**config.mk**
```make
export PLATFORM = sky130hd
export DESIGN_NAME = spi_master
export DESIGN_NICKNAME = d
export VERILOG_FILES = /design/src/rtl/spi_master.sv
export SDC_FILE = /design/constraint.sdc
export NUM_CORES = 1
export LEC_CHECK = 0
export CAP_MARGIN = 5
export CORE_UTILIZATION = 53
export CTS_CLUSTER_SIZE = 12
export DETAILED_ROUTE_END_ITERATION = 7
export PLACE_DENSITY = 0.82
export SYNTH_ARGS = -nofsm -noshare
export SYNTH_HDL_FRONTEND = slang
export SYNTH_SLANG_ARGS = --single-unit
```
**constraint.sdc**
```tcl
create_clock -name clk_i -period 2.1 [get_ports clk_i]
set_input_delay 0.315 -clock clk_i [delete_from_list [all_inputs] [get_ports clk_i]]
set_output_delay 0.315 -clock clk_i [all_outputs]
set_load 0.02 [all_outputs]
```
**src/rtl/spi_master.sv**
```systemverilog
// SPI master, mode 0 (SCK idles low), MSB first, one byte per frame.
// SCK half-period is CLK_DIV clk_i cycles; every output is driven straight from a flop.
module spi_master #(
  parameter int unsigned CLK_DIV = 4
) (
  input  logic       clk_i,
  input  logic       reset_i,
  input  logic       start,
  input  logic [7:0] tx_data,
  output logic       busy,
  output logic       done,
  output logic [7:0] rx_data,
  output logic       SCK,
  output logic       MOSI,
  output logic       SS,
  input  logic       MISO
);

  localparam int unsigned CW = $clog2(CLK_DIV) + 1;
  localparam logic [CW-1:0] HalfLast = CW'(CLK_DIV - 1);

  typedef enum logic [1:0] {StIdle, StSetup, StShift, StGap} state_e;

  state_e          state_q, state_d;
  logic [CW-1:0]   half_q, half_d;
  logic [2:0]      bit_q, bit_d;
  logic [7:0]      tx_sr_q, tx_sr_d;
  logic [7:0]      rx_sr_q, rx_sr_d;
  logic [7:0]      rx_data_q, rx_data_d;
  logic            miso_s1_q, miso_s2_q;
  logic            sck_q, sck_d;
  logic            mosi_q, mosi_d;
  logic            ss_q, ss_d;
  logic            busy_q, busy_d;
  logic            done_q, done_d;
  logic            tick;

  assign tick = (half_q == HalfLast);

  always_ff @(posedge clk_i or posedge reset_i) begin
    if (reset_i) begin
      state_q   <= StIdle;
      half_q    <= '0;
      bit_q     <= '0;
      tx_sr_q   <= '0;
      rx_sr_q   <= '0;
      rx_data_q <= '0;
      miso_s1_q <= 1'b0;
      miso_s2_q <= 1'b0;
      sck_q     <= 1'b0;
      mosi_q    <= 1'b0;
      ss_q      <= 1'b1;
      busy_q    <= 1'b0;
      done_q    <= 1'b0;
    end else begin
      state_q   <= state_d;
      half_q    <= half_d;
      bit_q     <= bit_d;
      tx_sr_q   <= tx_sr_d;
      rx_sr_q   <= rx_sr_d;
      rx_data_q <= rx_data_d;
      miso_s1_q <= MISO;
      miso_s2_q <= miso_s1_q;
      sck_q     <= sck_d;
      mosi_q    <= mosi_d;
      ss_q      <= ss_d;
      busy_q    <= busy_d;
      done_q    <= done_d;
    end
  end

  // The bit counter advances on every falling SCK edge and wraps 7 -> 0, so a low-phase
  // tick with bit_q == 0 means all eight bits have been clocked.
  always_comb begin
    state_d = state_q;
    unique case (state_q)
      StIdle:  if (start) state_d = StSetup;
      StSetup: if (tick) state_d = StShift;
      StShift: if (tick && !sck_q && bit_q == 3'd0) state_d = StGap;
      StGap:   if (tick) state_d = StIdle;
      default: state_d = StIdle;
    endcase
  end

  always_comb begin
    half_d    = (state_q == StIdle || tick) ? '0 : half_q + CW'(1);
    bit_d     = bit_q;
    tx_sr_d   = tx_sr_q;
    rx_sr_d   = rx_sr_q;
    rx_data_d = rx_data_q;
    sck_d     = sck_q;
    mosi_d    = mosi_q;
    done_d    = 1'b0;
    unique case (state_q)
      StIdle: begin
        if (start) begin
          tx_sr_d = tx_data;
          mosi_d  = tx_data[7];
          bit_d   = 3'd0;
        end
      end
      StSetup: begin
        if (tick) sck_d = 1'b1;
      end
      StShift: begin
        if (tick) begin
          if (sck_q) begin
            sck_d   = 1'b0;
            rx_sr_d = {rx_sr_q[6:0], miso_s2_q};
            bit_d   = bit_q + 3'd1;
            if (bit_q != 3'd7) begin
              tx_sr_d = tx_sr_q << 1;
              mosi_d  = tx_sr_q[6];
            end
          end else if (bit_q == 3'd0) begin
            mosi_d    = 1'b0;
            done_d    = 1'b1;
            rx_data_d = rx_sr_q;
          end else begin
            sck_d = 1'b1;
          end
        end
      end
      default: ;
    endcase
    ss_d   = (state_d == StIdle) || (state_d == StGap);
    busy_d = (state_d != StIdle);
  end

  assign busy    = busy_q;
  assign done    = done_q;
  assign rx_data = rx_data_q;
  assign SCK     = sck_q;
  assign MOSI    = mosi_q;
  assign SS      = ss_q;

endmodule

```
==> results by group, run 1 <==
Run status
  – Status: finished clean

Finish
  – Number of fill cells: about 250
  – Nets: 173
  – Sequential Area: about 950 sq um
  – Area occupied by multi-input gates: around 660 sq um
  – Fraction of layout cells with a size suffix above 1: 30.1%
  – Non-Filler Instances: 200
  – Area growth syn-to-layout: 21.4%
  – Fin util: between 60 and 70%
  – Ant diodes: 0

Clock tree
  – Clock transition at path regs: 0.12 ns
  – Root buffer cell: clkbuf_4
  – Skew-Pair Late Insertion Delay: approximately 0.34 ns
  – TritonCTS clock tree: built
  – CTS sink count: 38
  – Clk buf depth: 2
  – CTS H-tree lvls: 2
  – Total CTS buffers: 5
  – Hold_buf cts: 0

Min path
  – Worst hold path class: input pin to async pin

Critical path
  – Crit start category: flip-flop
  – Worst path slowest cell: dfrtp_1
  – Cell family with most CP delay: adder cells
  – Most frequent cell on the critical path: ha_1
  – CP required: about 2.3 ns
  – Worst R2R Start: bit_q[0]
  – Cell Chain, Critical Path: ha_1, ha_1, nand4b_1, a21oi_2, mux2_2
  – CP max stage delay: 0.40 ns
  – CP max FO: 7
  – R2R depth: 5
  – CP Data Arrival Time: about 2.1 ns
  – Buf/Inv on CP: 0
  – Worst reg2reg setup slack: about 0.19 ns
  – CP Class: flip-flop to flip-flop
  – Critical path endpoint category: flip-flop
  – Reg2reg end: tx_sr_q[4]

Routing
  – DR vias: roughly 1,000
  – WL/cell: ~15 microns
  – Post-route DRC: 0
  – Vias/cell: 5.08
  – Routed Antenna Nets: 0
  – Routed wire length: just under 3000 microns
  – Drt first pass iters: 4
  – 1st-iter DRT viols: 22

Die
  – Core area: about 0.003 sq mm
  – Die area: 0.00347 sq mm
  – IO Pins: 25
  – Die Wd: about 59 microns
  – Initial Util: between 50% and 60%
  – DIE HEIGHT: slightly below 60 microns
  – Row count: 20

GRT
  – Grt total ovfl: 0
  – Met2 global-route usage: a little over a third
  – Global-route wire length before repair: between 4000 and 5000 microns
  – Total track usage: between 20% and 30%
  – GRT busiest layer: met2
  – Grt met3 use: between 5 and 6%
  – Initial antenna violation count: 0
  – Met1 Use GR: a little under a quarter
  – Largest net degree at the start of global routing: 39
  – Number of global-route vias before repair: roughly 1,100

STA
  – Final Critical Period: about 1.9 ns
  – RSZ-0062 raised after global routing: no
  – Max Clock Skew: roughly 0.015 ns
  – Final setup margin: 0.191 ns
  – F_max: 524 MHz
  – Slew HR: around 70%
  – Crit share post-route: between 90% and 100%
  – TNS Setup: 0 ns
  – Final Max Tran Viols: 0
  – Setup violators final: 0
  – Count of final hold-check violations: 0
  – Slew @ Worst Pin: roughly 0.45 ns

Synthesis
  – Warnings from Yosys: 0
  – Sequential area share after synthesis: a little under three fifths
  – Synthesized flop and latch total: 38
  – Yosys cell types: 28
  – Top_reg_cell synth: dfrtp_1
  – Syn_nets: 145
  – Largest area contributor in the netlist: dfrtp_1
  – Most frequent cell after synthesis: dfrtp_1
  – Asr flop ratio synth: 100%
  – Top cells by count, synth: 37 x dfrtp_1, 29 x mux2_2, 13 x inv_1, 6 x ha_1
  – Syn Std Cell Area: ~0.0017 sq mm
  – Avg Cell Area, Syn: ~14 sq um
  – Share of the synthesized area in the top cell type: between 50 and 60%
  – Cells after synthesis: roughly 130
  – Post-synth EDFFs: 0
  – Ranking of synthesized cells by area: dfrtp_1 54%, mux2_2 19%, ha_1 4.4%

Power and ir drop
  – Pleak: a little under 1 nW
  – Pwr Density: roughly 1200 mW/mm^2
  – IR drop worst, VDD: 835 uV

Place
  – Post-Place Worst Slack: roughly 0.12 ns
  – GP Congestion: around 0.77
  – Count of input and output buffers: 24
  – Cells after DPL: around 190
  – DP Wirelength: 2070 microns

Job
  – Maxcap violations: 0
[layer usage]
metal  part of all wire, %  wire [microns]
met5                     0               0
met4                   1.5              45
met3                   2.6              76
met2                    54            1590
met1                    42            1230
[cell families after synthesis]
| family | Yosys count | synth area share [%] |
|---|---|---|
| mux | 34 | 21.9 |
| simple gates | 20 | 7.50 |
| flops | 38 | 55.4 |
| xor+xnor | 1 | 0.510 |
| fa+ha+maj | 6 | 4.37 |
| buf+inv | 19 | 6.56 |
| compound gates | 9 | 3.71 |
[state kept, by name (all words and copies together), names as in the netlist]
| name | cells |
|---|---|
| state_q | 2 |
| SS | 1 |
| miso_s2_q | 1 |
| busy | 1 |
| tx_sr_q | 7 |
| bit_q | 3 |
| SCK | 1 |
| rx_data | 8 |
| half_q | 3 |
| miso_s1_q | 1 |
| done | 1 |
| rx_sr_q | 8 |
| MOSI | 1 |
[worst register-to-register path: cells and delay by family, from the launching register on]
kind	cells	cell delay (ns)
fa+ha+maj	2	0.41
flops	1	0.40
compound gates	1	0.39
mux	1	0.39
simple gates	1	0.21
[worst max path at each step]
stage	depth (start not counted)	from	slack [ns]	to
after floorplan	7	half_q[0]	0.37	rx_data[0]
after global placement	7	half_q[0]	0.23	SS
after detailed placement	7	half_q[0]	0.12	SS
after CTS	7	half_q[0]	0.11	SS
after global routing	7	half_q[0]	0.07	SS
final	5	bit_q[0]	0.19	tx_sr_q[4]
[cells in the final DEF (no fill, tap or decap), drive strengths merged]
master / netlist / routed
a21oi: 2 / 2
a311oi: 1 / 1
and2: 1 / 1
and4bb: 1 / 1
buf: 6 / 3
bufinv: 0 / 2
clkbuf: 0 / 6
clkdlybuf4s50: 0 / 24
dfrtp: 37 / 37
dfstp: 1 / 1
ha: 6 / 6
inv: 13 / 13
mux2: 29 / 29
mux2i: 5 / 5
nand2: 3 / 3
nand2b: 1 / 1
nand3: 4 / 4
nand4b: 1 / 1
nor2: 2 / 2
nor2b: 2 / 2
nor3: 2 / 2
nor3b: 1 / 1
o211ai: 1 / 1
o21a: 1 / 1
o21ai: 4 / 4
or2b: 1 / 1
or3b: 1 / 1
xnor2: 1 / 1
[metrics by stage]
stage / power (mW) / area [sq um] / hold WS, ns
after floorplan: 1.64 / 1720 / 0.331
after global placement: 1.75 / 1970 / 0.338
after detailed placement: 1.82 / 1970 / 0.343
after CTS: 2.46 / 2080 / 0.364
after global routing: 2.59 / 2090 / 0.367
final: 2.44 / 2090 / 0.362
[area by class of cell]
type | count | area share [%]
Timing Repair Buffer | 27 | 12.6
Sequential cell | 38 | 45.7
Inverter | 13 | 2.34
Tap cell | 44 | 2.64
Clock buffer | 6 | 2.46
Multi-Input combinational cell | 70 | 31.4
Clock inverter | 2 | 2.88
[power breakdown]
part | switching, mW | internal (mW)
logic | 0.338 | 0.400
registers | 0.136 | 0.927
clock network | 0.236 | 0.403
[repair_timing]
action | in CTS | in global routing
resized for setup | 0 | 1
setup buffers | 0 | 0
setup endpoints to repair | 0 | 1
Note: power is estimated with default switching activity, not from simulation.
==> run 2, diff against run 1 <==
- CORE_MARGIN: default -> 5
- RECOVER_POWER: default -> 25
==> results by group, run 2 (same netlist as run 1, synthesis figures left out) <==
Critical path
  – CP max stage delay: 0.37 ns (was 0.40 ns)
  – Critical path endpoint category: flip-flop (unchanged)
  – Worst path slowest cell: dfrtp_1 (unchanged)
  – CP Data Arrival Time: 2.19 ns (was 2.13 ns)
  – Cell Chain, Critical Path: ha_1, ha_2, and4bb_2, nand3_2, o21a_1, ha_1, inv_1 (was ha_1, ha_1, nand4b_1, a21oi_2, mux2_2)
  – CP required: 2.39 ns (was 2.32 ns)
  – Reg2reg end: SS (was tx_sr_q[4])
  – Crit start category: flip-flop (unchanged)
  – Worst R2R Start: half_q[0] (was bit_q[0])
  – Worst Setup SP: half_q[0] (was bit_q[0])
  – CP Class: flip-flop to flip-flop (unchanged)
  – Worst reg2reg setup slack: 0.20 ns (was 0.19 ns)
  – R2R depth: 7 (was 5)
  – CP max FO: 11 (was 7)
  – Most frequent cell on the critical path: ha_1 (unchanged)
  – End of the critical path: SS (was tx_sr_q[4])

Routing
  – Post-route DRC: 0 (unchanged)
  – WL/cell: 13.7 microns (was 14.7 microns)
  – 1st-iter DRT viols: 33 (was 22)
  – Vias/cell: 5.12 (was 5.08)
  – Drt first pass iters: 3 (was 4)
  – Routed wire length: 2740 microns (was 2940 microns)
  – Routed Antenna Nets: 0 (unchanged)
  – DR vias: 1,024 (was 1,015)

STA
  – Final Max Tran Viols: 0 (unchanged)
  – Setup violators final: 0 (unchanged)
  – Final Critical Period: 1.90 ns (was 1.91 ns)
  – RSZ-0062 raised after global routing: no (unchanged)
  – Crit share post-route: 90.6% (was 90.9%)
  – F_max: 526 MHz (was 524 MHz)
  – TNS Setup: 0 ns (unchanged)
  – Count of final hold-check violations: 0 (unchanged)
  – Max Clock Skew: 0.00449 ns (was 0.0152 ns)
  – Slew HR: 39.8% (was 69.7%)
  – Slew @ Worst Pin: 0.902 ns (was 0.454 ns)

Die
  – Initial Util: 55.8% (was 56.3%)
  – Die area: 0.00448 sq mm (was 0.00347 sq mm)
  – IO Pins: 25 (unchanged)
  – DIE HEIGHT: 66.9 microns (was 58.9 microns)
  – Row count: 20 (unchanged)
  – Die Wd: 66.9 microns (was 58.9 microns)
  – Core area: 0.00308 sq mm (was 0.00305 sq mm)

GRT
  – Grt total ovfl: 0 (unchanged)
  – Initial antenna violation count: 0 (unchanged)
  – Total track usage: 14.8% (was 20.1%)
  – Met2 global-route usage: 22.0% (was 35.2%)
  – Global-route wire length before repair: 4740 microns (was 4920 microns)
  – Grt met3 use: 5.23% (was 5.93%)
  – Met1 Use GR: 18.1% (was 22.9%)
  – GRT busiest layer: met2 (unchanged)
  – Largest net degree at the start of global routing: 39 (unchanged)
  – Number of global-route vias before repair: 1,067 (was 1,064)

Power and ir drop
  – IR drop worst, VDD: 775 uV (was 835 uV)
  – Pwr Density: 1100 mW/mm^2 (was 1170 mW/mm^2)
  – Pleak: 0.942 nW (was 0.961 nW)

Place
  – GP Congestion: 0.740 (was 0.767)
  – Area after DPL: 0.00197 sq mm (unchanged)
  – Count of input and output buffers: 24 (unchanged)
  – DP Wirelength: 1950 microns (was 2070 microns)

Finish
  – Area growth syn-to-layout: 19.2% (was 21.4%)
  – Nets: 173 (unchanged)
  – Fin util: 66.5% (was 68.3%)
  – Fraction of layout cells with a size suffix above 1: 28.8% (was 30.1%)
  – Number of fill cells: 229 (was 246)
  – Leading cell types in the layout, fill and taps excluded: 37 x dfrtp_1, 29 x mux2_2, 22 x clkdlybuf4s50_1 (was 37 x dfrtp_1, 29 x mux2_2, 24 x clkdlybuf4s50_1)
  – Ant diodes: 0 (unchanged)
  – Commonest non-fill, non-tap cell in the layout: dfrtp_1 (unchanged)
  – Post-route cell area: 0.00205 sq mm (was 0.00209 sq mm)

Min path
  – Worst hold path class: flip-flop to flip-flop (was input pin to async pin)
  – Hold path startpoint: miso_s1_q

Clock tree
  – TritonCTS clock tree: built (unchanged)
  – Post-CTS Setup Repair Bufs: 0 (unchanged)
  – CTS H-tree lvls: 2 (unchanged)
  – Root buffer cell: clkbuf_4 (unchanged)
  – Clock transition at path regs: 0.10 ns (was 0.12 ns)
  – CTS sink count: 38 (unchanged)
  – Clk buf depth: 2 (unchanged)
  – Skew-Pair Late Insertion Delay: 0.34 ns (about the same)
  – Total CTS buffers: 5 (unchanged)

Run status
  – Status: finished clean (unchanged)

Job
  – Maxcap violations: 0 (unchanged)
[run 2: cell count changes in the layout (fill, tap and decap cells not counted)]
cell | previous run | this run
bufinv_16 | 2 | 1
clkbuf_2 | 0 | 1
clkbuf_8 | 1 | 0
dlygate4sd3_1 | 0 | 2
buf_4 | 3 | 2
clkdlybuf4s50_1 | 24 | 22
clkbuf_1 | 0 | 2
[run 2: layout make-up]
cell class / count / area, sq um / share of cell area, %
flip-flops and latches: 38 / 952 / 46.5
multi-input cells: 70 / 656 / 32.0
repair buffers: 27 / 260 / 12.7
well taps: 44 / 55.1 / 2.69
inverters: 13 / 48.8 / 2.38
clock buffers: 7 / 45.0 / 2.20
clock inverters: 1 / 30.0 / 1.47
[run 2: worst min path at each step]
stage | end | depth (start not counted)
finish | miso_s2_q | 0
global route | miso_s2_q | 0
CTS | miso_s2_q | 0
detailed placement | miso_s2_q | 0
global placement | miso_s2_q | 0
floorplan | miso_s2_q | 0
[run 2: power by group]
part	internal (mW)	switching, mW	total, mW	leakage [nW]
combinational	0.397	0.308	0.706	0.427
clock	0.253	0.225	0.477	0.0395
sequential	0.926	0.148	1.07	0.476
[run 2: layer usage]
metal,part of all wire (%),routed length [microns]
met5,0,0
met4,2.9,79
met3,3.5,95
met2,49,1350
met1,44,1220
[run 2: metrics by stage]
| stage | cells | total power, mW | worst slack [ns] | hold slack, ns |
|---|---|---|---|---|
| detailed placement | 192 | 1.80 | 0.0928 | 0.345 |
| finish | 200 | 2.26 | 0.198 | 0.366 |
| floorplan | 127 | 1.64 | 0.365 | 0.331 |
| global route | 200 | 2.42 | 0.0555 | 0.384 |
| CTS | 200 | 2.29 | 0.0697 | 0.370 |
| global placement | 192 | 1.75 | 0.219 | 0.338 |
[run 2: repair_timing]
action / CTS / global route
endpoints found under the setup margin: 0 / 1
endpoints found under the hold margin: 0 / 0
gates resized for setup: 0 / 1
hold buffers: 0 / 0
[run 2: critical path: cells and delay by family (launching register included)]
family          cells  cell delay (ns)
flops               1             0.37
buf+inv             1             0.06
compound gates      1             0.19
simple gates        2             0.51
fa+ha+maj           3             0.72
==> run 3, diff against run 2 <==
- HOLD_SLACK_MARGIN: default -> 0.12
- SLEW_MARGIN: default -> 15
==> results of run 3 <==
No change in the layout: final DEF, timing and power equal those of run 2.
